$ cat src/rtl/btn_sched_pkg.sv
// Shared defaults and helpers for the button event scheduler.
package btn_sched_pkg;

  localparam int unsigned DefNBtn        = 4;
  localparam int unsigned DefPrescale    = 250000;
  localparam int unsigned DefStableTicks = 4;
  localparam int unsigned DefFifoDepth   = 4;

  // Width needed to hold a button index 0..n-1 (at least one bit).
  function automatic int unsigned idx_width(input int unsigned n);
    return (n <= 2) ? 1 : $clog2(n);
  endfunction

endpackage

$ cat src/rtl/btn_debounce_cell.sv
// One button: 2-flop synchronizer, tick-driven stability counter and debounced level.
module btn_debounce_cell
  import btn_sched_pkg::*;
#(
  parameter int unsigned STABLE_TICKS = DefStableTicks
) (
  input  logic clk,
  input  logic rst,
  input  logic tick_i,
  input  logic btn_i,
  output logic debounced_o
);

  localparam int unsigned CntW = $clog2(STABLE_TICKS + 1);

  logic [1:0]      sync_q;
  logic [CntW-1:0] cnt_q, cnt_d;
  logic            deb_q, deb_d;
  logic            synced;

  assign synced      = sync_q[1];
  assign debounced_o = deb_q;

  always_comb begin
    cnt_d = cnt_q;
    deb_d = deb_q;
    if (synced == deb_q) begin
      cnt_d = '0;
    end else if (cnt_q == CntW'(STABLE_TICKS)) begin
      deb_d = synced;
      cnt_d = '0;
    end else if (tick_i) begin
      cnt_d = cnt_q + CntW'(1);
    end
  end

  always_ff @(posedge clk or posedge rst) begin
    if (rst) begin
      sync_q <= '0;
      cnt_q  <= '0;
      deb_q  <= 1'b0;
    end else begin
      sync_q <= {sync_q[0], btn_i};
      cnt_q  <= cnt_d;
      deb_q  <= deb_d;
    end
  end

endmodule

$ cat src/rtl/button_event_scheduler.sv
// Debounces N_BTN buttons, turns presses into pending requests and queues them round-robin.
module button_event_scheduler
  import btn_sched_pkg::*;
#(
  parameter int unsigned N_BTN        = DefNBtn,
  parameter int unsigned PRESCALE     = DefPrescale,
  parameter int unsigned STABLE_TICKS = DefStableTicks,
  parameter int unsigned FIFO_DEPTH   = DefFifoDepth
) (
  input  logic                           clk,
  input  logic                           rst,
  input  logic [N_BTN-1:0]               btn_noisy,
  output logic [N_BTN-1:0]               debounced,
  output logic                           evt_valid,
  output logic [idx_width(N_BTN)-1:0]    evt_id,
  input  logic                           evt_ready,
  output logic                           evt_overflow
);

  localparam int unsigned IdxW = idx_width(N_BTN);
  localparam int unsigned PreW = (PRESCALE > 1) ? $clog2(PRESCALE) : 1;
  localparam int unsigned PtrW = $clog2(FIFO_DEPTH);
  localparam int unsigned CntW = $clog2(FIFO_DEPTH + 1);

  logic [PreW-1:0]  pre_q;
  logic             tick;
  logic [N_BTN-1:0] deb_prev_q, rise;
  logic [N_BTN-1:0] pending_q, pending_d, gnt_mask, pend_sh;
  logic [IdxW-1:0]  last_grant_q, gnt_idx;
  logic             gnt_valid;
  int unsigned      cand;

  logic [IdxW-1:0]  mem_q [FIFO_DEPTH];
  logic [PtrW-1:0]  wr_ptr_q, rd_ptr_q;
  logic [CntW-1:0]  cnt_q, cnt_d;
  logic             full, pop, do_push, drop;

  assign tick = (pre_q == PreW'(PRESCALE - 1));

  for (genvar i = 0; i < N_BTN; i++) begin : g_cell
    btn_debounce_cell #(
      .STABLE_TICKS(STABLE_TICKS)
    ) u_cell (
      .clk        (clk),
      .rst        (rst),
      .tick_i     (tick),
      .btn_i      (btn_noisy[i]),
      .debounced_o(debounced[i])
    );
  end

  assign rise = debounced & ~deb_prev_q;

  // Round-robin: first pending bit at or after last_grant+1, wrapping.
  always_comb begin
    gnt_valid = 1'b0;
    gnt_idx   = '0;
    cand      = 0;
    pend_sh   = '0;
    for (int unsigned k = 1; k <= N_BTN; k++) begin
      cand    = (int'(last_grant_q) + k) % N_BTN;
      pend_sh = pending_q >> cand;
      if (!gnt_valid && pend_sh[0]) begin
        gnt_valid = 1'b1;
        gnt_idx   = IdxW'(cand);
      end
    end
  end

  always_comb begin
    gnt_mask = '0;
    if (gnt_valid) gnt_mask[gnt_idx] = 1'b1;
    // A rise on an already pending bit merges; a rise on the granted bit is a new press.
    pending_d = (pending_q & ~gnt_mask) | rise;
  end

  assign evt_valid = (cnt_q != '0);
  assign evt_id    = evt_valid ? mem_q[rd_ptr_q] : '0;
  assign full      = (cnt_q == CntW'(FIFO_DEPTH));
  assign pop       = evt_valid & evt_ready;
  assign do_push   = gnt_valid & (~full | pop);
  assign drop      = gnt_valid & full & ~pop;

  always_comb begin
    cnt_d = cnt_q;
    unique case ({do_push, pop})
      2'b10:   cnt_d = cnt_q + CntW'(1);
      2'b01:   cnt_d = cnt_q - CntW'(1);
      default: cnt_d = cnt_q;
    endcase
  end

  always_ff @(posedge clk or posedge rst) begin
    if (rst) begin
      pre_q        <= '0;
      deb_prev_q   <= '0;
      pending_q    <= '0;
      last_grant_q <= IdxW'(N_BTN - 1);
      wr_ptr_q     <= '0;
      rd_ptr_q     <= '0;
      cnt_q        <= '0;
      evt_overflow <= 1'b0;
    end else begin
      pre_q        <= tick ? '0 : pre_q + PreW'(1);
      deb_prev_q   <= debounced;
      pending_q    <= pending_d;
      if (gnt_valid) last_grant_q <= gnt_idx;
      if (do_push) wr_ptr_q <= wr_ptr_q + PtrW'(1);
      if (pop) rd_ptr_q <= rd_ptr_q + PtrW'(1);
      cnt_q        <= cnt_d;
      if (drop) evt_overflow <= 1'b1;
    end
  end

  // Storage needs no reset; evt_id is gated by evt_valid.
  always_ff @(posedge clk) begin
    if (do_push) mem_q[wr_ptr_q] <= gnt_idx;
  end

endmodule

$ cat config.mk
export PLATFORM = sky130hd
export DESIGN_NAME = button_event_scheduler
export DESIGN_NICKNAME = d
export VERILOG_FILES = /design/src/rtl/btn_sched_pkg.sv /design/src/rtl/btn_debounce_cell.sv /design/src/rtl/button_event_scheduler.sv
export SDC_FILE = /design/constraint.sdc
export NUM_CORES = 1
export LEC_CHECK = 0
export BUFFER_PORTS_ARGS = -buffer_cell sky130_fd_sc_hd__buf_4
export CORE_MARGIN = 1
export CORE_UTILIZATION = 55
export CTS_CLUSTER_DIAMETER = 40
export DETAILED_ROUTE_END_ITERATION = 8
export PLACE_DENSITY = 0.73
export SYNTH_ARGS = -nofsm -noshare
export SYNTH_HDL_FRONTEND = slang
export SYNTH_SLANG_ARGS = --single-unit
$ cat constraint.sdc
create_clock -name clk -period 3.35 [get_ports clk]
set_input_delay 0.1675 -clock clk [delete_from_list [all_inputs] [get_ports clk]]
set_output_delay 0.1675 -clock clk [all_outputs]
set_load 0.005 [all_outputs]
==> results of run 1 <==
-- worst reg2reg max path, delay by kind of cell, from the launching register on --
| kind | cells | cell delay [ns] |
|---|---|---|
| AO/OA/AOI/OAI | 1 | 0.35 |
| adder cells (fa/ha/maj) | 1 | 0.45 |
| AND/OR/NAND/NOR | 3 | 1.22 |
| flip-flops | 1 | 0.46 |
-- per-layer routing --
metal	wire length, µm	global-route usage, %	vias up
met4	83	8.15	0
met2	2620	32.4	33
met5	0	0	-
met1	2450	24.4	1046
li1	-	-	1026
met3	136	5.35	10
-- worst min path at each step --
| stage | startpoint | endpoint | slack (ns) | depth (start not counted) |
|---|---|---|---|---|
| after floorplan | btn_noisy[0] | g_cell[0].u_cell.sync_q[0] | 0.20 | 0 |
| after global placement | btn_noisy[2] | g_cell[2].u_cell.sync_q[0] | 0.28 | 1 |
| after detailed placement | btn_noisy[3] | g_cell[3].u_cell.sync_q[0] | 0.28 | 1 |
| after CTS | rst | evt_overflow | 0.07 | 2 |
| after global routing | rst | cnt_q[0] | 0.12 | 2 |
| final | rst | evt_overflow | 0.03 | 2 |
-- layout by cell type, fill, tap and decap left out, types with 2 or more instances in the layout --
cell type / synthesis / routed
a21o_1: 6 / 6
a21oi_1: 12 / 12
and2_1: 6 / 6
and3_1: 2 / 2
buf_4: 4 / 16
clkbuf_8: 0 / 9
clkinv_2: 0 / 3
clkinvlp_4: 0 / 3
dfrtp_1: 58 / 58
dfstp_2: 2 / 2
dlygate4sd3_1: 0 / 4
edfxtp_1: 8 / 8
ha_1: 13 / 13
inv_1: 26 / 25
mux2_2: 4 / 4
mux2i_1: 5 / 5
mux4_2: 2 / 2
nand2_1: 12 / 12
nand2b_1: 6 / 6
nand3_1: 6 / 6
nand4_1: 5 / 5
nor2_1: 20 / 20
nor2b_1: 3 / 3
nor4_1: 5 / 5
nor4b_1: 3 / 3
o211ai_1: 2 / 2
o21ai_0: 9 / 9
o21bai_1: 4 / 4
o31ai_1: 4 / 4
or2_2: 2 / 2
or3_1: 7 / 7
or4_1: 4 / 4
xnor2_1: 17 / 17
xor2_1: 6 / 6
-- metrics by stage --
stage / util, % / instances / hold WS (ns) / power (mW) / area, µm²
finish: 64.9 / 383 / 0.0327 / 1.70 / 3620
global placement: 60.8 / 363 / 0.277 / 1.08 / 3390
floorplan: - / 284 / 0.199 / 1.05 / 3230
global route: 64.9 / 383 / 0.119 / 1.78 / 3620
detailed placement: 60.8 / 363 / 0.278 / 1.09 / 3390
CTS: 64.9 / 383 / 0.0736 / 1.71 / 3620
-- flip-flops by register name, indices dropped and copies added (netlist names) --
| register | count |
|---|---|
| wr_ptr_q | 2 |
| mem_q | 8 |
| g_cell.u_cell.debounced_o | 4 |
| last_grant_q | 2 |
| rd_ptr_q | 2 |
| deb_prev_q | 4 |
| pre_q | 18 |
| cnt_q | 3 |
| g_cell.u_cell.cnt_q | 12 |
| pending_q | 4 |
| g_cell.u_cell.sync_q | 8 |
| evt_overflow | 1 |
-- cell type report --
type	count	area [µm²]
flip-flops and latches	68	1740
clock buffers	10	149
inverters	26	97.6
well taps	72	90.1
clock inverters	6	37.5
multi-input cells	181	1340
fillers	433	1960
repair buffers	20	160
-- what timing repair did --
action,in CTS,in global routing
hold buffers,4,0
endpoints found under the setup margin,0,0
gates resized for setup,0,0
hold endpoints to repair,4,0
-- kinds of logic after synthesis --
group	count (synthesis)
AO/OA/AOI/OAI	46
XOR/XNOR	23
adder cells (fa/ha/maj)	14
buffers and inverters	35
flip-flops	68
multiplexers	11
AND/OR/NAND/NOR	87
-- report_power, final --
group	switching (mW)	leakage (nW)	internal, mW	total (mW)
logic	0.0748	0.657	0.0854	0.160
registers	0.0470	0.881	0.870	0.917
clock network	0.309	0.0892	0.309	0.618
total	0.431	1.63	1.26	1.70
-- cells in the mapped netlist (2+ instances only) --
cell type	n
a21o_1	6
a21oi_1	12
and2_1	6
and3_1	2
buf_4	4
clkbuf_1	5
dfrtp_1	58
dfstp_2	2
edfxtp_1	8
ha_1	13
inv_1	26
mux2_2	4
mux2i_1	5
mux4_2	2
nand2_1	12
nand2b_1	6
nand3_1	6
nand4_1	5
nor2_1	20
nor2b_1	3
nor4_1	5
nor4b_1	3
o211ai_1	2
o21ai_0	9
o21bai_1	4
o31ai_1	4
or2_2	2
or3_1	7
or4_1	4
xnor2_1	17
xor2_1	6
==> summary.txt, run 1 <==
Worst Setup End Kind - register
Synthesized Nets - 305
Area leader, netlist - dfrtp_1
Mapped Cells - 284
Synthesized area - 3230 µm²
Worst min path class - primary input to async pin
Core ar. - 5570 µm²
Initial antenna violation count - 0
DRC - 0
CP cell instances - nor4_2, nand3_1, fa_1, or3_1, a311o_1
TritonCTS Buffers - 9
Slew Limit Headroom - 38.9%
WP data required - 3.57 ns
H-tree depth - 3
Post-DRT Antenna Nets - 0
Slowest CP cell - nor4_2
Final HPWL DP - 3600 µm
Largest delay share family, worst path - simple AND/OR/NAND/NOR gates
Largest net degree at the start of global routing - 46
Nets - 327
Clock root cell - clkbuf_8
FMAX - 386 MHz
EDFF count, synth - 8
Flop-to-flop setup slack - 0.76 ns
Final setup vio count - 0
R2r startpoint - pending_q[1]
Pre-antenna DRT Iters - 4
Clk slew on worst S/H paths - 0.08 ns
Status - finished clean
Number of DRC markers in iteration 0 - 94
Max-cap viol count - 0
Synthesized area per cell - 11.4 µm²
Clk_lat worst skew - 0.33 ns
Fin crit share - 77.4%
WP buf/inv - 0
WL final - 5290 µm
Die W - 78.6 µm
Worst Setup Start Kind - register
Vias in the first global route - 2048
TritonCTS clock tree - yes
Critical path class - register to register
Yosys warnings - 0
Synth Area in Simple Gates - 15.6%
Longest Clk Path Bufs - 2
Pwr dens - 469 nW/µm²
Multiplexer share of the synthesized area - 4.34%
Final Hold Viols - 0
Peak supply drop - 0.287 mV
First-pass GRT wire length - 9230 µm
Leakage - 1.63 nW
Grt ovf - 0
Seq/Total Area, Yosys - 54.0%
Vias per inst - 5.52
Seq cells post-synth - 68
Final GP Congestion - 0.855
Setup TNS - 0 ns
Diode count - 0
Crit path to - cnt_q[2]
Yosys top cell area share - 44.9%
Adder-cell share of the synthesized area - 5.66%
Starting Density - 57.9%
WL/cell - 13.8 µm
Die Y - 78.6 µm
Largest stage delay on the critical path - 0.61 ns
Netlist cell types - 47
Largest cells by area after synthesis - dfrtp_1, edfxtp_1, ha_1, xnor2_1, inv_1
Worst Skew - 0.00672 ns
Pre-CTS setup slack - 0.782 ns
R2R Path End - cnt_q[2]
Layout area overhead - 12.0%
CTS Sinks - 68
Worst Reg-to-Reg Cells - 5
RSZ-0062 raised after global routing - false
I/O pins - 15
Layout cells sized above 1 - 16.1%
Gr usage total - 19.7%
Main combinational cell family by area after synthesis - simple AND/OR/NAND/NOR gates
# rows - 27
Worst slew pin tran - 0.915 ns
Die footprint - 6180 µm²
Period minus WS final - 2.59 ns
Ys flop type - dfrtp_1
Compound-cell area share of the yosys netlist - 9.61%
I/O Buffers - 14
Via count - 2115
Worst Path Max Fanout - 8
XOR/XNOR share of the synthesized area - 6.24%
Crit path from - pending_q[1]
Post-CTS Setup Inserts - 0
PnR worst setup slack - 0.758 ns
Asr flop ratio synth - 88.2%
Final number of max-transition violations - 0
Worst endpoint data arrival time - 2.81 ns
Crit. path cell count - 5
Power figures use the tool's default switching activity.
==> run 2: changes to the inputs <==
--- a/config.mk
+++ b/config.mk
@@ -10,7 +10,7 @@
 export CORE_UTILIZATION = 55
 export CTS_CLUSTER_DIAMETER = 40
 export DETAILED_ROUTE_END_ITERATION = 8
-export PLACE_DENSITY = 0.73
+export PLACE_DENSITY = 0.75
 export SYNTH_ARGS = -nofsm -noshare
 export SYNTH_HDL_FRONTEND = slang
 export SYNTH_SLANG_ARGS = --single-unit
==> constraint.sdc (replaced) <==
create_clock -name clk -period 2.2 [get_ports clk]
set_input_delay 0.11 -clock clk [delete_from_list [all_inputs] [get_ports clk]]
set_output_delay 0.11 -clock clk [all_outputs]
set_load 0.005 [all_outputs]
==> run 2 against run 1 <==
Against the previous run:
- die area did not move
- routed wire length rose by 4.2%
- critical endpoint unchanged
- maximum frequency grew 23%
- clock-buffer cell count up 2
- clock skew is 0.00059 ns higher
- final cell count increased by 2.9%
- sequential power grew 52%
- sequential share of layout area decreased by 1.9 points
- design area grew 4.2%
- flip-flop and latch count stayed put
- global-route usage decreased by 0.056 points
==> summary.txt, run 2 (synthesis gave the netlist of run 1 again) <==
R2R Path End - cnt_q[2]
Hold Crit Start - evt_ready
Status - finished clean
Flop-to-flop setup slack - 0.09 ns
Vias in the first global route - 2077
Placed cell count - 370
Final setup vio count - 0
Most frequent cells in the layout - dfrtp_1, inv_1, buf_4
TritonCTS Buffers - 9
CP cell instances - nor4_4, nand3_2, fa_2, or3_4, a311o_1
Fin crit share - 96.0%
Worst slew pin tran - 0.629 ns
Worst min path class - primary input to register
Top reg by flops - pre_q
Non-Filler Instances - 394
TritonCTS clock tree - yes
WL/cell - 14.0 µm
Clock root cell - clkbuf_8
Setup TNS - 0 ns
Peak supply drop - 0.507 mV
Final HPWL DP - 3820 µm
Layout cells sized above 1 - 19.3%
P_sw - 0.635 mW
Worst Path Max Fanout - 5
Worst hold stages - 3
Biggest regs - pre_q: 18 flops, g_cell.u_cell.cnt_q: 12 flops
# rows - 27
Die footprint - 6180 µm²
Nets - 338
WP data required - 2.42 ns
WHS - 0.0924 ns
Leakage - 1.71 nW
Layout area overhead - 16.7%
Vias per inst - 5.45
Period minus WS final - 2.11 ns
Pre-antenna DRT Iters - 4
Gr usage total - 19.6%
Met2 Use GR - 33.5%
Largest net degree at the start of global routing - 30
Final Hold Viols - 0
CTS Sinks - 68
Clk_lat worst skew - 0.34 ns
M1 GR Usage - 23.7%
Final instance area - 3770 µm²
Pwr dens - 738 nW/µm²
I/O Buffers - 14
Final number of max-transition violations - 0
Worst Skew - 0.00732 ns
Clock share of power - 39.9%
R2r startpoint - pending_q[3]
Starting Density - 57.9%
Die W - 78.6 µm
Final design utilization - 67.6%
Longest Clk Path Bufs - 2
Worst Setup End Kind - register
Worst endpoint data arrival time - 2.34 ns
Diode count - 0
FMAX - 473 MHz
Clk slew on worst S/H paths - 0.07 ns
Slowest CP cell - dfrtp_2
Worst Reg-to-Reg Cells - 5
Max FFs per register - 18
Comb power frac - 10.0%
Dpl cell area - 3470 µm²
Sw Share - 22.8%
Grt met3 use - 3.84%
Reg power frac - 50.1%
Via count - 2149
Largest stage delay on the critical path - 0.44 ns
WL final - 5510 µm
Most common cell after layout, fill and taps aside - dfrtp_1
Fillers - 399
H-tree depth - 3
Worst Setup Start Kind - register
Grt ovf - 0
Critical path class - register to register
DRC - 0
Core ar. - 5570 µm²
Max-cap viol count - 0
Number of DRC markers in iteration 0 - 128
I/O pins - 15
Die Y - 78.6 µm
Pint - 2.14 mW
RSZ-0062 raised after global routing - false
First-pass GRT wire length - 9180 µm
Grt peak-use layer - met2
Slew Limit Headroom - 58.0%
Final GP Congestion - 0.835
Initial antenna violation count - 0
Hold endpoint - rd_ptr_q[1]
Post-DRT Antenna Nets - 0
-- run 2: power by group through the flow --
stage	clock network, mW	registers, mW	logic, mW
after global placement	0	1.41	0.245
after CTS	1.13	1.39	0.264
after detailed placement	0	1.42	0.254
after floorplan	0	1.40	0.196
after global routing	1.18	1.40	0.310
final	1.11	1.39	0.277
-- run 2: area by class of cell --
cell class | instances | area, µm² | area share [%]
clock inverter | 4 | 72.6 | 1.93
tap | 72 | 90.1 | 2.39
sequential | 68 | 1750 | 46.3
multi-input combinational | 181 | 1360 | 36.1
clock buffer | 12 | 145 | 3.85
timing repair buffer | 31 | 258 | 6.84
inverter | 26 | 97.6 | 2.59
-- run 2: stage by stage --
| stage | total power [mW] | setup WS [ns] |
|---|---|---|
| 6_report | 2.78 | 0.0873 |
| 5_1_grt | 2.89 | 0.0216 |
| 4_1_cts | 2.79 | 0.0379 |
| 3_5_place_dp | 1.67 | 0.0475 |
| 3_3_place_gp | 1.66 | 0.130 |
| 2_1_floorplan | 1.60 | 0.0378 |
-- run 2: worst max-delay path by stage --
stage | start | endpoint | slack [ns] | cells past startpoint
floorplan | pending_q[2] | cnt_q[2] | 0.04 | 5
global placement | pending_q[2] | cnt_q[2] | 0.13 | 5
detailed placement | pending_q[2] | cnt_q[2] | 0.05 | 5
CTS | pending_q[2] | cnt_q[2] | 0.04 | 5
global route | pending_q[3] | cnt_q[2] | 0.02 | 5
finish | pending_q[3] | cnt_q[2] | 0.09 | 5
-- run 2: worst max-delay path, delay by kind of cell (launching register included) --
family	cells	cell delay, ns
and+or+nand+nor	3	0.84
DFF	1	0.44
adders and majority gates	1	0.40
AOI/OAI and AO/OA	1	0.31
-- run 2: routing by layer --
metal	part of all wire, %	vias up	wire length [µm]
met1	46	1060	2530
met5	0	-	0
met4	2.1	0	114
met3	2.1	13	118
li1	-	1049	-
met2	50	27	2750
-- run 2: what timing repair did --
action                                  4_1_cts  5_1_grt
setup buffers                                 0        3
endpoints found under the setup margin        0        1
resized for setup                             0        3
hold endpoints to repair                     29        0
hold buffers                                  5        0
